<file path="src/rtl/pipe_accumulator.sv">
// Carry-pipelined accumulator: stage k owns slice k of the running sum.
// Each sample walks up the slices one stage per cycle with its carry.
module pipe_accumulator #(
    parameter int WIDTH = 16,
    parameter int LANES = 4
) (
    input  logic             clock,
    input  logic             rst,
    input  logic             in_valid,
    input  logic             clr,
    input  logic             add_sub,
    input  logic [WIDTH-1:0] D,
    output logic [WIDTH-1:0] Q,
    output logic             out_valid,
    output logic             ovf
);
    localparam int SW = WIDTH / LANES;

    // Stage inputs: index 0 is the ports, index k > 0 is the link register
    logic             vld_l [LANES];
    logic             clr_l [LANES];
    logic             sub_l [LANES];
    logic             cy_l  [LANES];
    logic [WIDTH-1:0] d_l   [LANES];
    logic [WIDTH-1:0] res_l [LANES];

    logic             cy_o  [LANES];
    logic [WIDTH-1:0] res_o [LANES];

    assign vld_l[0] = in_valid;
    assign clr_l[0] = clr;
    assign sub_l[0] = add_sub;
    assign cy_l[0]  = 1'b0;
    assign d_l[0]   = D;
    assign res_l[0] = '0;

    for (genvar k = 0; k < LANES; k++) begin : g_stage
        logic [SW-1:0]    slice_q, slice_d, base, opnd;
        logic [SW:0]      cin, sum;
        logic             cy;
        logic [WIDTH-1:0] res;

        always_comb begin
            base = clr_l[k] ? '0 : slice_q;
            opnd = d_l[k][k*SW +: SW];
            cin  = {{SW{1'b0}}, cy_l[k]};
            if (sub_l[k]) sum = {1'b0, base} - {1'b0, opnd} - cin;
            else          sum = {1'b0, base} + {1'b0, opnd} + cin;
            slice_d = slice_q;
            if (vld_l[k])      slice_d = sum[SW-1:0];
            else if (clr_l[k]) slice_d = '0;
            cy  = vld_l[k] & sum[SW];
            res = res_l[k];
            res[k*SW +: SW] = slice_d;
        end

        assign cy_o[k]  = cy;
        assign res_o[k] = res;

        always_ff @(posedge clock or posedge rst) begin
            if (rst) slice_q <= '0;
            else     slice_q <= slice_d;
        end

        // The sample's lower result slices travel with it so Q is never skewed
        if (k < LANES - 1) begin : g_link
            logic             vld_q, clr_q, sub_q, cy_q;
            logic             vld_d, clr_d, sub_d, cy_d;
            logic [WIDTH-1:0] d_q, res_q, d_d, res_d;

            always_comb begin
                vld_d = vld_l[k];
                clr_d = clr_l[k];
                sub_d = sub_l[k];
                cy_d  = cy;
                d_d   = d_l[k];
                res_d = res;
            end

            always_ff @(posedge clock or posedge rst) begin
                if (rst) begin
                    vld_q <= 1'b0;
                    clr_q <= 1'b0;
                    sub_q <= 1'b0;
                    cy_q  <= 1'b0;
                    d_q   <= '0;
                    res_q <= '0;
                end else begin
                    vld_q <= vld_d;
                    clr_q <= clr_d;
                    sub_q <= sub_d;
                    cy_q  <= cy_d;
                    d_q   <= d_d;
                    res_q <= res_d;
                end
            end

            assign vld_l[k+1] = vld_q;
            assign clr_l[k+1] = clr_q;
            assign sub_l[k+1] = sub_q;
            assign cy_l[k+1]  = cy_q;
            assign d_l[k+1]   = d_q;
            assign res_l[k+1] = res_q;
        end
    end

    logic [WIDTH-1:0] q_q, q_d;
    logic             out_valid_q, out_valid_d;
    logic             ovf_q, ovf_d;

    always_comb begin
        q_d = q_q;
        if (vld_l[LANES-1] || clr_l[LANES-1]) q_d = res_o[LANES-1];
        out_valid_d = vld_l[LANES-1];
        ovf_d       = cy_o[LANES-1];
    end

    always_ff @(posedge clock or posedge rst) begin
        if (rst) begin
            q_q         <= '0;
            out_valid_q <= 1'b0;
            ovf_q       <= 1'b0;
        end else begin
            q_q         <= q_d;
            out_valid_q <= out_valid_d;
            ovf_q       <= ovf_d;
        end
    end

    assign Q         = q_q;
    assign out_valid = out_valid_q;
    assign ovf       = ovf_q;
endmodule
</file>
<file path="config.mk">
export PLATFORM = sky130hd
export DESIGN_NAME = pipe_accumulator
export DESIGN_NICKNAME = d
export VERILOG_FILES = /design/src/rtl/pipe_accumulator.sv
export SDC_FILE = /design/constraint.sdc
export NUM_CORES = 1
export LEC_CHECK = 0
export CAP_MARGIN = 40
export CORE_MARGIN = 10
export CORE_UTILIZATION = 28
export CTS_BUF_LIST = sky130_fd_sc_hd__clkbuf_4 sky130_fd_sc_hd__clkbuf_8 sky130_fd_sc_hd__clkbuf_16
export CTS_CLUSTER_DIAMETER = 120
export DETAILED_ROUTE_END_ITERATION = 10
export PLACE_DENSITY = 0.57
export SETUP_SLACK_MARGIN = 0.4
export SLEW_MARGIN = 0
export SYNTH_ARGS = -nofsm -noshare
export SYNTH_HDL_FRONTEND = slang
export SYNTH_SLANG_ARGS = --single-unit
</file>
<file path="constraint.sdc">
create_clock -name clock -period 5 [get_ports clock]
set_input_delay 1 -clock clock [delete_from_list [all_inputs] [get_ports clock]]
set_output_delay 1 -clock clock [all_outputs]
set_load 0.005 [all_outputs]
</file>
==> results of run 1 <==
[cell usage in the layout (no fill, tap or decap), drive strengths merged, types with 8 or more instances in the layout]
master,Yosys,layout
fa,13,13
o21ai,12,12
nand2,18,18
ha,26,26
nand2b,18,18
nor2,8,8
mux2i,9,9
clkbuf,2,11
mux2,14,14
clkdlybuf4s50,0,38
a21oi,17,17
inv,38,38
dfrtp,82,82
xnor2,8,8
[registers in the layout, summed over array words and instances (netlist names), 3 cells and up]
register	flops
g_stage.g_link.d_q	24
g_stage.g_link.res_q	18
Q	16
g_stage.slice_q	10
g_stage.g_link.clr_q	3
g_stage.g_link.cy_q	3
g_stage.g_link.sub_q	3
g_stage.g_link.vld_q	3
[power by group]
group | total (uW) | leakage, uW | switching (uW) | internal [uW]
clock network | 630 | 0.000138 | 266 | 365
logic | 415 | 0.00104 | 188 | 228
registers | 838 | 0.00100 | 61.2 | 777
total | 1880 | 0.00218 | 515 | 1370
[metrics by stage]
| step | hold slack (ns) | worst slack [ns] | total power (uW) | utilization, % | cells |
|---|---|---|---|---|---|
| 6_report | 0.347 | 2.08 | 1880 | 35.3 | 531 |
| 5_1_grt | 0.355 | 1.98 | 2010 | 35.3 | 531 |
| 4_1_cts | 0.350 | 2.08 | 1920 | 35.3 | 531 |
| 3_5_place_dp | 0.336 | 1.72 | 1280 | 33.1 | 515 |
| 3_3_place_gp | 0.335 | 1.76 | 1260 | 32.9 | 514 |
| 2_1_floorplan | 0.331 | 1.89 | 1100 | - | 305 |
[metal layers]
| layer | routed length (microns) | global-route usage [%] | vias up |
|---|---|---|---|
| li1 | - | - | 1095 |
| met4 | 195 | 5.33 | 0 |
| met1 | 2820 | 9.04 | 1115 |
| met3 | 294 | 2.69 | 14 |
| met5 | 0 | 0 | - |
| met2 | 3520 | 13.7 | 31 |
[critical path, delay by kind of cell]
kind,cells,cell delay [ns]
compound gates,3,0.49
fa+ha+maj,2,0.72
simple gates,1,0.12
buf+inv,2,0.57
mux,1,0.29
[cells by family after synthesis]
family / after synthesis / synth area share [%]
AOI/OAI and AO/OA: 44 / 7.33
xor gates and xnor gates: 11 / 2.55
adders and majority gates: 39 / 15.5
buffers and inverters: 44 / 4.58
DFF: 82 / 54.4
muxes: 23 / 6.57
and+or+nand+nor: 62 / 9.02
[cell type report]
cell class                 count  area share, %
sequential                    82           44.0
timing repair buffer          40           8.90
inverter                      38           3.08
tap                          176           4.72
clock buffer                  11           5.41
multi-input combinational    179           33.1
clock inverter                 5          0.804
[path summary, 6_finish.rpt]
kind	start	endpoint	slack (ns)	cells after the start
setup / recovery	D[0]	g_stage[0].g_link.cy_q	2.08	9
hold / removal	g_stage[1].g_link.d_q[15]	g_stage[2].g_link.d_q[15]	0.35	0
setup reg to reg	g_stage[2].g_link.clr_q	g_stage[3].slice_q[2]	2.83	8
hold reg to reg	g_stage[1].g_link.d_q[15]	g_stage[2].g_link.d_q[15]	0.35	0
max in group asynchronous	rst	g_stage[0].g_link.d_q[11]	3.24	4
min in group asynchronous	rst	Q[15]	0.91	2
==> summary.txt, run 1 <==
Finish
  • # diodes: 0
  • Layout Nets: 410
  • Syn-to-layout area delta: 23.8%
  • Multi-input gate area: about 1500 sq um
  • Fraction of layout cells with a size suffix above 1: between 8 and 9%
  • FF/Latch Area: between 2000 and 2500 sq um
  • Fillcell total: 1349
  • Finished layout cell area: between 4000 and 5000 sq um

Pwr
  • Static leakage: roughly 0.0022 uW
  • Peak supply drop: ~0.15 mV
  • Pwr/cell area: roughly 400 nW/um^2

Die
  • Die H: between 100 and 150 microns
  • Die extent in x: roughly 140 microns
  • Die Footprint: 18500 sq um
  • Starting Density: approximately 28%
  • Num rows: 42
  • Num ports: 39
  • Core area: around 13000 sq um

Timing
  • RSZ-0062 raised after global routing: no
  • Max Clock Skew: ~0.0042 ns
  • Relative slew slack: a little under two thirds
  • Endpoints failing setup: 0
  • Final Cycle Share: about 60%
  • Final Critical Period: 2.92 ns
  • Measured slew at the worst slew-check pin: about 0.55 ns
  • Fin. Hold Viols: 0
  • Max-slew violations: 0
  • Fmax: around 340 MHz
  • Setup TNS: 0 ns

Worst hold path
  • HP Class: reg -> reg

Placement
  • Area after DPL: 4380 sq um
  • HPWL after DPL: 5160 microns
  • Port buffer count: 38
  • Placer Congestion: 0.839

Synthesis
  • Synthesized cell area: about 3800 sq um
  • Async SR Flop Fraction: 100%
  • Top FF cell, synth: dfrtp_1
  • Post-synth EDFFs: 0
  • #FFs+latches synth: 82
  • Post-synth top area cell: dfrtp_1
  • Main area contributors after synthesis: dfrtp_1 54%, ha_1 8.6%, fa_1 6.9%
  • Synth top cells by count: 82 x dfrtp_1, 38 x inv_1, 26 x ha_1
  • Most common cell in the netlist: dfrtp_1
  • Distinct cells, synth: 37
  • Synthesized area per cell: approximately 12 sq um
  • Post-synthesis cell count: 305
  • Synth warn: 0
  • Top-area cell type share of the netlist area: between 50% and 60%
  • Sequential element share of the synthesized area: 54.4%
  • Mapped Nets: 365

Worst setup path
  • Arr. time, crit path: 3.19 ns
  • Max incr delay on CP: a little over 0.5 ns
  • Worst EP required: around 5.3 ns
  • Crit start category: primary input
  • Crit path max fanout: 3
  • Crit path cell chain: clkdlybuf4s50_1 -> inv_1 -> ha_1 -> mux2_2 -> fa_1 -> nor2b_1 -> o21ai_1 -> a211o_1 -> a21oi_1
  • Worst setup path category: in -> reg
  • Max stage delay cell, worst path: clkdlybuf4s50_1
  • Critical Path End Type: flip-flop

Global routing
  • GR Overflow Total: 0
  • Overall fraction of global-route tracks in use: 8.32%
  • Antenna violations before repair: 0
  • Number of global-route vias before repair: roughly 2.5k
  • First-pass GRT wire length: approximately 12000 microns
  • Largest net degree at the start of global routing: between 40 and 50

CTS
  • Post-CTS Hold Buffers: 0
  • Clk_lat worst skew: about 0.34 ns
  • H-tree depth: 3
  • Clock buffer depth: 2
  • CTS sink cnt: ~80
  • CTS tree: built
  • Post CTS Setup Buffer Count: 0
  • Resized cells post-CTS: 0
  • CTS Buf Count: 9
  • Clock-pin slew on the worst setup and hold paths: roughly 0.060 ns
  • CTS root buffer: clkbuf_16

Detailed routing
  • DRC viols: 0
  • ANT nets after route: 0
  • Via count: 2255
  • DRT Pass-1 Iters: 4
  • Vias per cell: 4.25
  • WL per Instance: ~13 microns
  • Total Wirelength: 6830 microns
  • DR iter-0 viols: ~140

Run
  • Max_cap viols: 0

Run status
  • Outcome: finished, final reports clean
No activity file was read; power rests on OpenSTA's default activity.
==> inputs of run 2 (changes only) <==
- clock period: 5 -> 3 ns (I/O delays scaled with it)
==> run 2 against run 1 <==
- non-clock buffer count shrank 1
- sequential power grew 66%
- cell count shrank 0.19%
- wire length shrank 1.1%
- clock skew grew 0.0022 ns
- worst hold slack gained 0.0026 ns
- critical endpoint unchanged
==> summary.txt, run 2 (synthesis gave the netlist of run 1 again) <==
Timing
  • Final Critical Period: 2.49 ns
  • RSZ-0062 raised after global routing: no
  • Max Clock Skew: around 0.0064 ns
  • Fin. Hold Viols: 0
  • Fmax: between 400 and 500 MHz
  • Relative slew slack: about two thirds
  • Measured slew at the worst slew-check pin: approximately 0.52 ns
  • Setup TNS: 0 ns
  • Worst hold slack: around 0.35 ns
  • Endpoints failing setup: 0
  • Max-slew violations: 0
  • Final Cycle Share: 82.9%

Detailed routing
  • DR iter-0 viols: 73
  • DRC viols: 0
  • Total Wirelength: roughly 6800 microns
  • Via count: about 2.2k
  • Vias per cell: between 4 and 5
  • DRT Pass-1 Iters: 4
  • WL per Instance: 12.7 microns
  • ANT nets after route: 0

Placement
  • Placer Congestion: a little under 0.9
  • Port buffer count: 38
  • HPWL after DPL: between 4000 and 5000 microns

Die
  • Core area: 13200 sq um
  • Die Footprint: 18500 sq um
  • Num ports: 39
  • Die extent in x: around 140 microns
  • Die H: 136 microns
  • Starting Density: between 20 and 30%
  • Num rows: 42

Worst hold path
  • HP Class: reg -> reg

CTS
  • CTS sink cnt: 82
  • CTS tree: built
  • CTS Buf Count: 9
  • Clk_lat worst skew: ~0.35 ns
  • CTS root buffer: clkbuf_16
  • Clock buffer depth: 2
  • H-tree depth: 3
  • Clock-pin slew on the worst setup and hold paths: roughly 0.07 ns

Finish
  • Layout Nets: 409
  • Largest reg by FF count: g_stage.g_link.d_q
  • Multi-input gate area: 1550 sq um
  • Most frequent cells in the layout: 82 x dfrtp_1, 38 x clkdlybuf4s50_1, 37 x inv_1, 26 x ha_1
  • Max FFs per register: 24
  • Commonest non-fill, non-tap cell in the layout: dfrtp_1
  • FF/Latch Area: a little over 2000 sq um
  • Syn-to-layout area delta: 24.7%
  • # diodes: 0
  • Fillcell total: 1318
  • Fraction of layout cells with a size suffix above 1: 8.47%

Pwr
  • Pwr/cell area: between 700 and 800 nW/um^2
  • P_sw: approximately 880 uW
  • Int Power: approximately 2400 uW
  • Clock network fraction of total power: a little under two fifths
  • Static leakage: roughly 0.0022 uW
  • Comb pwr share: 20.9%
  • Net Sw Frac: a little over a quarter
  • Peak supply drop: approximately 0.27 mV
  • Part of the power in registers: 42.3%

Global routing
  • GR Util met3: roughly 2.5%
  • Met1 Use GR: ~8.4%
  • GR Overflow Total: 0
  • Met2 Usage GRT: a little over an eighth
  • First-pass GRT wire length: ~12000 microns
  • Overall fraction of global-route tracks in use: 7.99%
  • Antenna violations before repair: 0
  • Number of global-route vias before repair: about 2.4k
  • Largest net degree at the start of global routing: 83
  • Grt peak-use layer: met2

Worst setup path
  • Max incr delay on CP: ~0.5 ns
  • CP bufs+invs: 2
  • Crit start category: primary input
  • Arr. time, crit path: 2.76 ns
  • Worst EP required: around 3.3 ns
  • Crit path cell chain: clkdlybuf4s50_1 -> inv_1 -> ha_1 -> mux2_2 -> fa_2 -> nor2b_1 -> o21ai_1 -> a211o_1 -> a21oi_1
  • Worst setup path category: in -> reg
  • Critical path's top delay family: adder cells
  • Crit path max fanout: 3
  • Critical Path End Type: flip-flop
  • Max stage delay cell, worst path: clkdlybuf4s50_1

Run status
  • Outcome: finished, final reports clean

Run
  • Max_cap viols: 0
## run 2: changes by cell type in the layout (fill, tap and decap cells not counted), sizes merged
cell and delta:
buf -1, bufinv +2, clkinv -1, clkbuf -2, inv +1
## run 2: layout make-up
class	count	share of cell area [%]
Multi-Input combinational cell	179	32.9
Inverter	38	3.11
Tap cell	176	4.68
Clock buffer	9	4.79
Sequential cell	82	43.6
Timing Repair Buffer	39	8.51
Clock inverter	7	2.34
## run 2: stage by stage
stage / std cells / utilization [%] / cell area, sq um / setup slack, ns / power, uW
floorplan: 305 / - / 3770 / 0.762 / 1830
global placement: 514 / 33.0 / 4370 / 0.162 / 2100
detailed placement: 514 / 33.0 / 4370 / 0.0889 / 2120
CTS: 530 / 35.5 / 4700 / 0.458 / 3360
global route: 530 / 35.5 / 4700 / 0.436 / 3510
finish: 530 / 35.5 / 4700 / 0.512 / 3300
## run 2: what timing repair did
action / 4_1_cts / 5_1_grt
hold buffers: 0 / 0
resized for setup: 0 / 1
setup endpoints to repair: 0 / 1
setup buffers: 0 / 0
## run 2: worst register-to-register path, stage by stage (launching register included)
cell and delay, ns:
dfrtp_1 0.47, nand2b_1 0.22, fa_1 0.42, fa_1 0.45, mux2i_1 0.19, xor2_1 0.16, nand2_1 0.08, o21ai_0 0.11
## run 2: power groups by stage
stage | clock network, uW | logic, uW | registers, uW
final | 1210 | 688 | 1390
after global routing | 1300 | 781 | 1420
after CTS | 1250 | 707 | 1400
after detailed placement | 0 | 701 | 1420
after global placement | 0 | 678 | 1420
after floorplan | 0 | 441 | 1390
## run 2: path summary, 6_finish.rpt
check / start / endpoint / slack [ns] / cells after the start
min reg2reg: g_stage[1].g_link.res_q[1] / g_stage[2].g_link.res_q[1] / 0.35 / 0
min: g_stage[1].g_link.res_q[1] / g_stage[2].g_link.res_q[1] / 0.35 / 0
max in group asynchronous: rst / g_stage[0].g_link.d_q[6] / 1.93 / 3
max: D[0] / g_stage[0].g_link.cy_q / 0.51 / 9
min in group asynchronous: rst / g_stage[0].g_link.d_q[15] / 0.70 / 3
max reg2reg: g_stage[2].g_link.clr_q / g_stage[3].slice_q[2] / 0.81 / 7
## run 2: metal layers
layer,part of all wire [%],wire (microns),vias up
met4,2.9,197,0
li1,-,-,1088
met5,0,0,-
met1,42,2850,1079
met2,50,3410,30
met3,4.4,297,13
